**src/rtl/fetch_sequencer.sv**
```systemverilog
// Instruction fetch sequencer: FETCH/WAIT/ISSUE loop over a 1-cycle-latency ROM.
// Optional HALT state on opcode 4'hF when FETCH_HALT_EN is defined.
module fetch_sequencer (
  input  logic        clk,
  input  logic        rst,
  input  logic        start,
  input  logic        stall,
  input  logic [15:0] rom_data,
  output logic [7:0]  pc,
  output logic [15:0] instr_out,
  output logic [3:0]  opcode,
  output logic        instr_valid,
  output logic        busy,
  output logic        halted,
  output logic [15:0] fetch_count
);

  localparam logic [2:0] S_IDLE  = 3'd0;
  localparam logic [2:0] S_FETCH = 3'd1;
  localparam logic [2:0] S_WAIT  = 3'd2;
  localparam logic [2:0] S_ISSUE = 3'd3;
`ifdef FETCH_HALT_EN
  localparam logic [2:0] S_HALT  = 3'd4;
`endif

  logic [2:0]  state_q, state_d;
  logic [7:0]  pc_q, pc_d;
  logic [15:0] instr_q, instr_d;
  logic [15:0] cnt_q, cnt_d;

  logic        is_jump;
  logic [7:0]  pc_step;
  logic [7:0]  pc_next;
  logic [15:0] cnt_inc;

  assign is_jump = (instr_q[15:12] == 4'h9);
  assign pc_step = is_jump ? instr_q[7:0] : 8'd1;
  // 8-bit add wraps silently, which covers both +1 and jump offsets
  assign pc_next = pc_q + pc_step;
  assign cnt_inc = (cnt_q == 16'hFFFF) ? cnt_q : cnt_q + 16'd1;

`ifdef FETCH_HALT_EN
  logic is_halt;
  assign is_halt = (instr_q[15:12] == 4'hF);
`endif

  always_comb begin
    state_d = state_q;
    pc_d    = pc_q;
    instr_d = instr_q;
    cnt_d   = cnt_q;
    case (state_q)
      S_IDLE: begin
        if (start) begin
          state_d = S_FETCH;
          pc_d    = 8'd0;
          cnt_d   = 16'd0;
        end
      end
      S_FETCH: state_d = S_WAIT;
      S_WAIT: begin
        instr_d = rom_data;
        state_d = S_ISSUE;
      end
      S_ISSUE: begin
        if (!stall) begin
`ifdef FETCH_HALT_EN
          if (is_halt) begin
            state_d = S_HALT;
          end else begin
            state_d = S_FETCH;
            pc_d    = pc_next;
            cnt_d   = cnt_inc;
          end
`else
          state_d = S_FETCH;
          pc_d    = pc_next;
          cnt_d   = cnt_inc;
`endif
        end
      end
`ifdef FETCH_HALT_EN
      S_HALT: begin
        if (start) begin
          state_d = S_FETCH;
          pc_d    = 8'd0;
          cnt_d   = 16'd0;
        end
      end
`endif
      default: state_d = S_IDLE;
    endcase
  end

  always_ff @(posedge clk or negedge rst) begin
    if (!rst) begin
      state_q <= S_IDLE;
      pc_q    <= 8'd0;
      instr_q <= 16'd0;
      cnt_q   <= 16'd0;
    end else begin
      state_q <= state_d;
      pc_q    <= pc_d;
      instr_q <= instr_d;
      cnt_q   <= cnt_d;
    end
  end

  assign pc          = pc_q;
  assign instr_out   = instr_q;
  assign opcode      = instr_q[15:12];
  assign fetch_count = cnt_q;
  assign instr_valid = (state_q == S_ISSUE);
  assign busy        = (state_q == S_FETCH) ||
                       (state_q == S_WAIT) ||
                       (state_q == S_ISSUE);
`ifdef FETCH_HALT_EN
  assign halted = (state_q == S_HALT);
`else
  assign halted = 1'b0;
`endif

endmodule

```
**config.mk**
```make
export PLATFORM = sky130hd
export DESIGN_NAME = fetch_sequencer
export DESIGN_NICKNAME = d
export VERILOG_FILES = /design/src/rtl/fetch_sequencer.sv
export SDC_FILE = /design/constraint.sdc
export NUM_CORES = 1
export LEC_CHECK = 0
export CORE_MARGIN = 2
export CORE_UTILIZATION = 30
export CTS_BUF_LIST = sky130_fd_sc_hd__clkbuf_16
export CTS_CLUSTER_DIAMETER = 200
export CTS_CLUSTER_SIZE = 28
export DETAILED_ROUTE_END_ITERATION = 7
export GPL_TIMING_DRIVEN = 0
export MAX_ROUTING_LAYER = met4
export PLACE_DENSITY_LB_ADDON = 0.08
export SLEW_MARGIN = 20
export SYNTH_ARGS = -nofsm -noshare
export SYNTH_HDL_FRONTEND = slang
export SYNTH_SLANG_ARGS = --single-unit
export TNS_END_PERCENT = 50
```
**constraint.sdc**
```tcl
create_clock -name clk -period 2.8 [get_ports clk]
set_input_delay 0.84 -clock clk [delete_from_list [all_inputs] [get_ports clk]]
set_output_delay 0.84 -clock clk [all_outputs]
set_load 0.01 [all_outputs]
```
==> impl_metrics.sql <==
INSERT INTO impl_metrics (metric_group, metric, value, unit) VALUES
('status', 'outcome', 'finished clean', ''),
('floorplanning', 'core.rowCount', '32', ''),
('global_routing', 'grt-busiest-layer', 'met2', ''),
('sta', 'tightest_slew', '0.720', 'ns'),
('drt', 'remaining_drc_errors', '0', ''),
('cts', 'cts.hold.buffers_added', '0', ''),
('global_routing', 'largest_net_degree_at_the_start_of_global_routing', '23', ''),
('cts', 'clock_path_buffers', '2', ''),
('cts', 'clock_tree.root_cell', 'sky130_fd_sc_hd__clkbuf_16', ''),
('synth', 'synth-edff-count', '0', ''),
('cts', 'cts.sinks', '42', ''),
('sta', 'slew_headroom', '51.6', '%'),
('sta', 'pins_over_their_slew_limit', '0', ''),
('synth', 'netlist.top_cell.by_area', 'sky130_fd_sc_hd__dfrtp_1', ''),
('global_routing', 'grt_pass1_wl', '9.53', 'mm'),
('pwr', 'power_leakage', '1.36', 'nW'),
('worst_setup_path', 'worst_r2r_endpoint', 'pc[7]', ''),
('worst_setup_path', 'critical_path_capture_point', 'pc[7]', ''),
('layout', 'final_core_utilization', '42.8', '%'),
('worst_hold_path', 'min_path_type', 'flip-flop to flip-flop', ''),
('placement', 'dp_hpwl', '4.22', 'mm'),
('worst_setup_path', 'timing.critical_path.required', '3.02', 'ns'),
('worst_setup_path', 'path_max_fanout', '9', ''),
('synth', 'syn_nets', '259', ''),
('placement', 'dp.cells', '394', ''),
('global_routing', 'global_route.usage.met2', '21.0', '%'),
('global_routing', 'grt_overflow_total', '0', ''),
('synth', 'synth_cell_type_count', '53', ''),
('cts', 'tritoncts', 'yes', ''),
('synth', 'synthesis.instances', '226', ''),
('layout', 'drive_above_1_share', '15.0', '%'),
('synth', 'synth.top_cell.area_share', '45.2', '%'),
('global_routing', 'met3_usage', '2.71', '%'),
('synth', 'ys_seq_area_share', '45.2', '%'),
('pwr', 'power.ir.vdd_worst', '0.000384', 'V'),
('pwr', 'pwr_density_cell', '913', 'nW/µm²'),
('floorplanning', 'die_area', '8460', 'µm²'),
('cts', 'cts-resized-gates', '0', ''),
('worst_setup_path', 'end_kind', 'flip-flop', ''),
('layout', 'final-instance-count-excl-fill', '402', ''),
('cts', 'cts_made_buffers', '5', ''),
('worst_setup_path', 'ff2ff_setup_slack', '0.16', 'ns'),
('worst_setup_path', 'worstSetupStartpointType', 'flip-flop', ''),
('placement', 'place_area', '3120', 'µm²'),
('sta', 'hold_viol', '0', ''),
('cts', 'cts_max_level', '2', ''),
('floorplanning', 'top_level_ports', '67', ''),
('floorplanning', 'initial_core_util', '30.5', '%'),
('global_routing', 'grt_use_met1', '20.7', '%'),
('drt', 'drt_first_pass_iters', '4', ''),
('layout', 'syn_to_final_growth', '40.1', '%'),
('floorplanning', 'core_footprint', '7610', 'µm²'),
('flow_run', 'maxCapViolations', '0', ''),
('synth', 'yosys_register_bits', '42', ''),
('worst_setup_path', 'startpoint', 'instr_out[14]', ''),
('drt', 'antenna_violating_nets_left', '0', ''),
('worst_setup_path', 'critical_path_arrival', '2.86', 'ns'),
('synth', 'main_synth_ff_type', 'sky130_fd_sc_hd__dfrtp_1', ''),
('cts', 'clock_latency', '0.28', 'ns'),
('worst_setup_path', 'timing_worst_setup_path_type', 'flip-flop to flip-flop', ''),
('layout', 'num_antenna_cells', '0', ''),
('global_routing', 'first_global_vias', '1854', ''),
('sta', 'rsz0062_at_grt', 'false', ''),
('layout', 'final_net_count', '332', ''),
('worst_setup_path', 'r2r.worst_path.cells', '8', ''),
('sta', 'final_min_period_over_clock_period', '94.2', '%'),
('drt', 'drt_iter0_markers', '66', ''),
('placement', 'io_buffer_count', '65', ''),
('synth', 'cell_types_with_the_largest_area_share_after_synthesis', 'sky130_fd_sc_hd__dfrtp_1, sky130_fd_sc_hd__mux2_2, sky130_fd_sc_hd__ha_1, sky130_fd_sc_hd__o21ai_0, sky130_fd_sc_hd__nand2_1', ''),
('sta', 'final.hold.worst_slack', '0.504', 'ns'),
('placement', 'gp_routability_congestion', '0.762', '');
-- power by group --
| group | total, W | switching [W] | internal (W) |
|---|---|---|---|
| Clock | 0.000566 | 0.000243 | 0.000323 |
| Combinational | 0.00145 | 0.000661 | 0.000791 |
| Sequential | 0.000953 | 0.000155 | 0.000798 |
-- cell families after synthesis --
logic type / after synthesis / share of synthesized area, %
DFF: 42 / 45.2
AOI/OAI and AO/OA: 61 / 16.5
buffers and inverters: 17 / 4.15
and+or+nand+nor: 71 / 16.9
muxes: 17 / 8.24
xor gates and xnor gates: 4 / 1.51
other: 1 / 0.161
adders and majority gates: 13 / 7.32
-- metal layers --
layer  wire length (µm)  part of all wire [%]
met1               2980                    51
met2               2590                    44
met3                202                   3.5
met4                 70                   1.2
met5                  0                     0
-- worst min path at each step --
stage | slack (ns) | endpoint | start | depth (start not counted)
2_1_floorplan | 0.50 | state_q[0] | state_q[0] | 2
3_3_place_gp | 0.49 | instr_out[11] | instr_out[11] | 1
3_5_place_dp | 0.49 | instr_out[9] | instr_out[9] | 1
4_1_cts | 0.51 | instr_out[9] | instr_out[9] | 1
5_1_grt | 0.53 | instr_out[10] | instr_out[10] | 1
6_report | 0.50 | instr_out[9] | instr_out[9] | 1
-- synth_stat cells (2+ instances only) --
library cell,count
sky130_fd_sc_hd__nand2_1,19
sky130_fd_sc_hd__nand4_1,3
sky130_fd_sc_hd__and2_1,6
sky130_fd_sc_hd__ha_1,12
sky130_fd_sc_hd__o21ai_0,28
sky130_fd_sc_hd__nor2_1,10
sky130_fd_sc_hd__xnor2_1,2
sky130_fd_sc_hd__and3_1,2
sky130_fd_sc_hd__mux2_2,17
sky130_fd_sc_hd__o31ai_1,4
sky130_fd_sc_hd__xor2_1,2
sky130_fd_sc_hd__or4_1,2
sky130_fd_sc_hd__nand3_1,10
sky130_fd_sc_hd__o41ai_1,2
sky130_fd_sc_hd__o21bai_1,2
sky130_fd_sc_hd__a21o_1,2
sky130_fd_sc_hd__buf_4,5
sky130_fd_sc_hd__clkbuf_1,2
sky130_fd_sc_hd__clkbuf_2,2
sky130_fd_sc_hd__dfrtp_1,42
sky130_fd_sc_hd__a31oi_1,4
sky130_fd_sc_hd__a21oi_1,9
sky130_fd_sc_hd__inv_1,4
sky130_fd_sc_hd__nor3_1,2
sky130_fd_sc_hd__a22o_1,2
sky130_fd_sc_hd__nand2b_1,4
-- stage by stage --
stage	worst slack, ns	total power [W]
6_report	0.163	0.00297
3_5_place_dp	0.139	0.00244
4_1_cts	0.138	0.00301
5_1_grt	0.0197	0.00318
3_3_place_gp	-0.466	0.00241
2_1_floorplan	0.374	0.00176
-- cells in the final DEF (no fill, tap or decap), types with 2 or more instances in the layout --
master / count
sky130_fd_sc_hd__nor3_1: 2
sky130_fd_sc_hd__a21oi_1: 9
sky130_fd_sc_hd__clkdlybuf4s50_1: 64
sky130_fd_sc_hd__xnor2_1: 2
sky130_fd_sc_hd__nand3_1: 10
sky130_fd_sc_hd__or4_1: 2
sky130_fd_sc_hd__o31ai_1: 4
sky130_fd_sc_hd__dfrtp_1: 42
sky130_fd_sc_hd__a22o_1: 2
sky130_fd_sc_hd__xor2_1: 2
sky130_fd_sc_hd__nand2_1: 19
sky130_fd_sc_hd__buf_2: 2
sky130_fd_sc_hd__mux2_2: 17
sky130_fd_sc_hd__a21o_1: 2
sky130_fd_sc_hd__inv_1: 5
sky130_fd_sc_hd__and2_1: 6
sky130_fd_sc_hd__nand2b_1: 4
sky130_fd_sc_hd__and3_1: 2
sky130_fd_sc_hd__o21bai_1: 2
sky130_fd_sc_hd__clkbuf_16: 5
sky130_fd_sc_hd__clkbuf_1: 2
sky130_fd_sc_hd__o41ai_1: 2
sky130_fd_sc_hd__clkbuf_2: 2
sky130_fd_sc_hd__o21ai_0: 28
sky130_fd_sc_hd__a31oi_1: 4
sky130_fd_sc_hd__nor2_1: 10
sky130_fd_sc_hd__clkinv_1: 2
sky130_fd_sc_hd__nand4_1: 3
sky130_fd_sc_hd__buf_4: 5
sky130_fd_sc_hd__ha_1: 12
-- state kept, by name, summed over array words and instances (netlist names) --
name,count
instr_out,16
fetch_count,16
state_q,2
pc,8
-- layout make-up --
type                            count  area (µm²)
Inverter                            5        18.8
Multi-Input combinational cell    167        1180
Clock inverter                      3        12.5
Clock buffer                        5         125
Tap cell                          102         128
Timing Repair Buffer               66         666
Sequential cell                    42        1050
Buffer                             12        77.6
Fill cell                         757        4350
-- critical path, cell delays in order (launching register included) --
cell	delay, ns
sky130_fd_sc_hd__dfrtp_1	0.40
sky130_fd_sc_hd__and4bb_2	0.45
sky130_fd_sc_hd__and2_1	0.22
sky130_fd_sc_hd__ha_1	0.27
sky130_fd_sc_hd__a211oi_2	0.23
sky130_fd_sc_hd__nor3_1	0.11
sky130_fd_sc_hd__o311a_1	0.35
sky130_fd_sc_hd__or4_1	0.47
sky130_fd_sc_hd__nand3_1	0.08
Note: power is estimated with default switching activity, not from simulation.
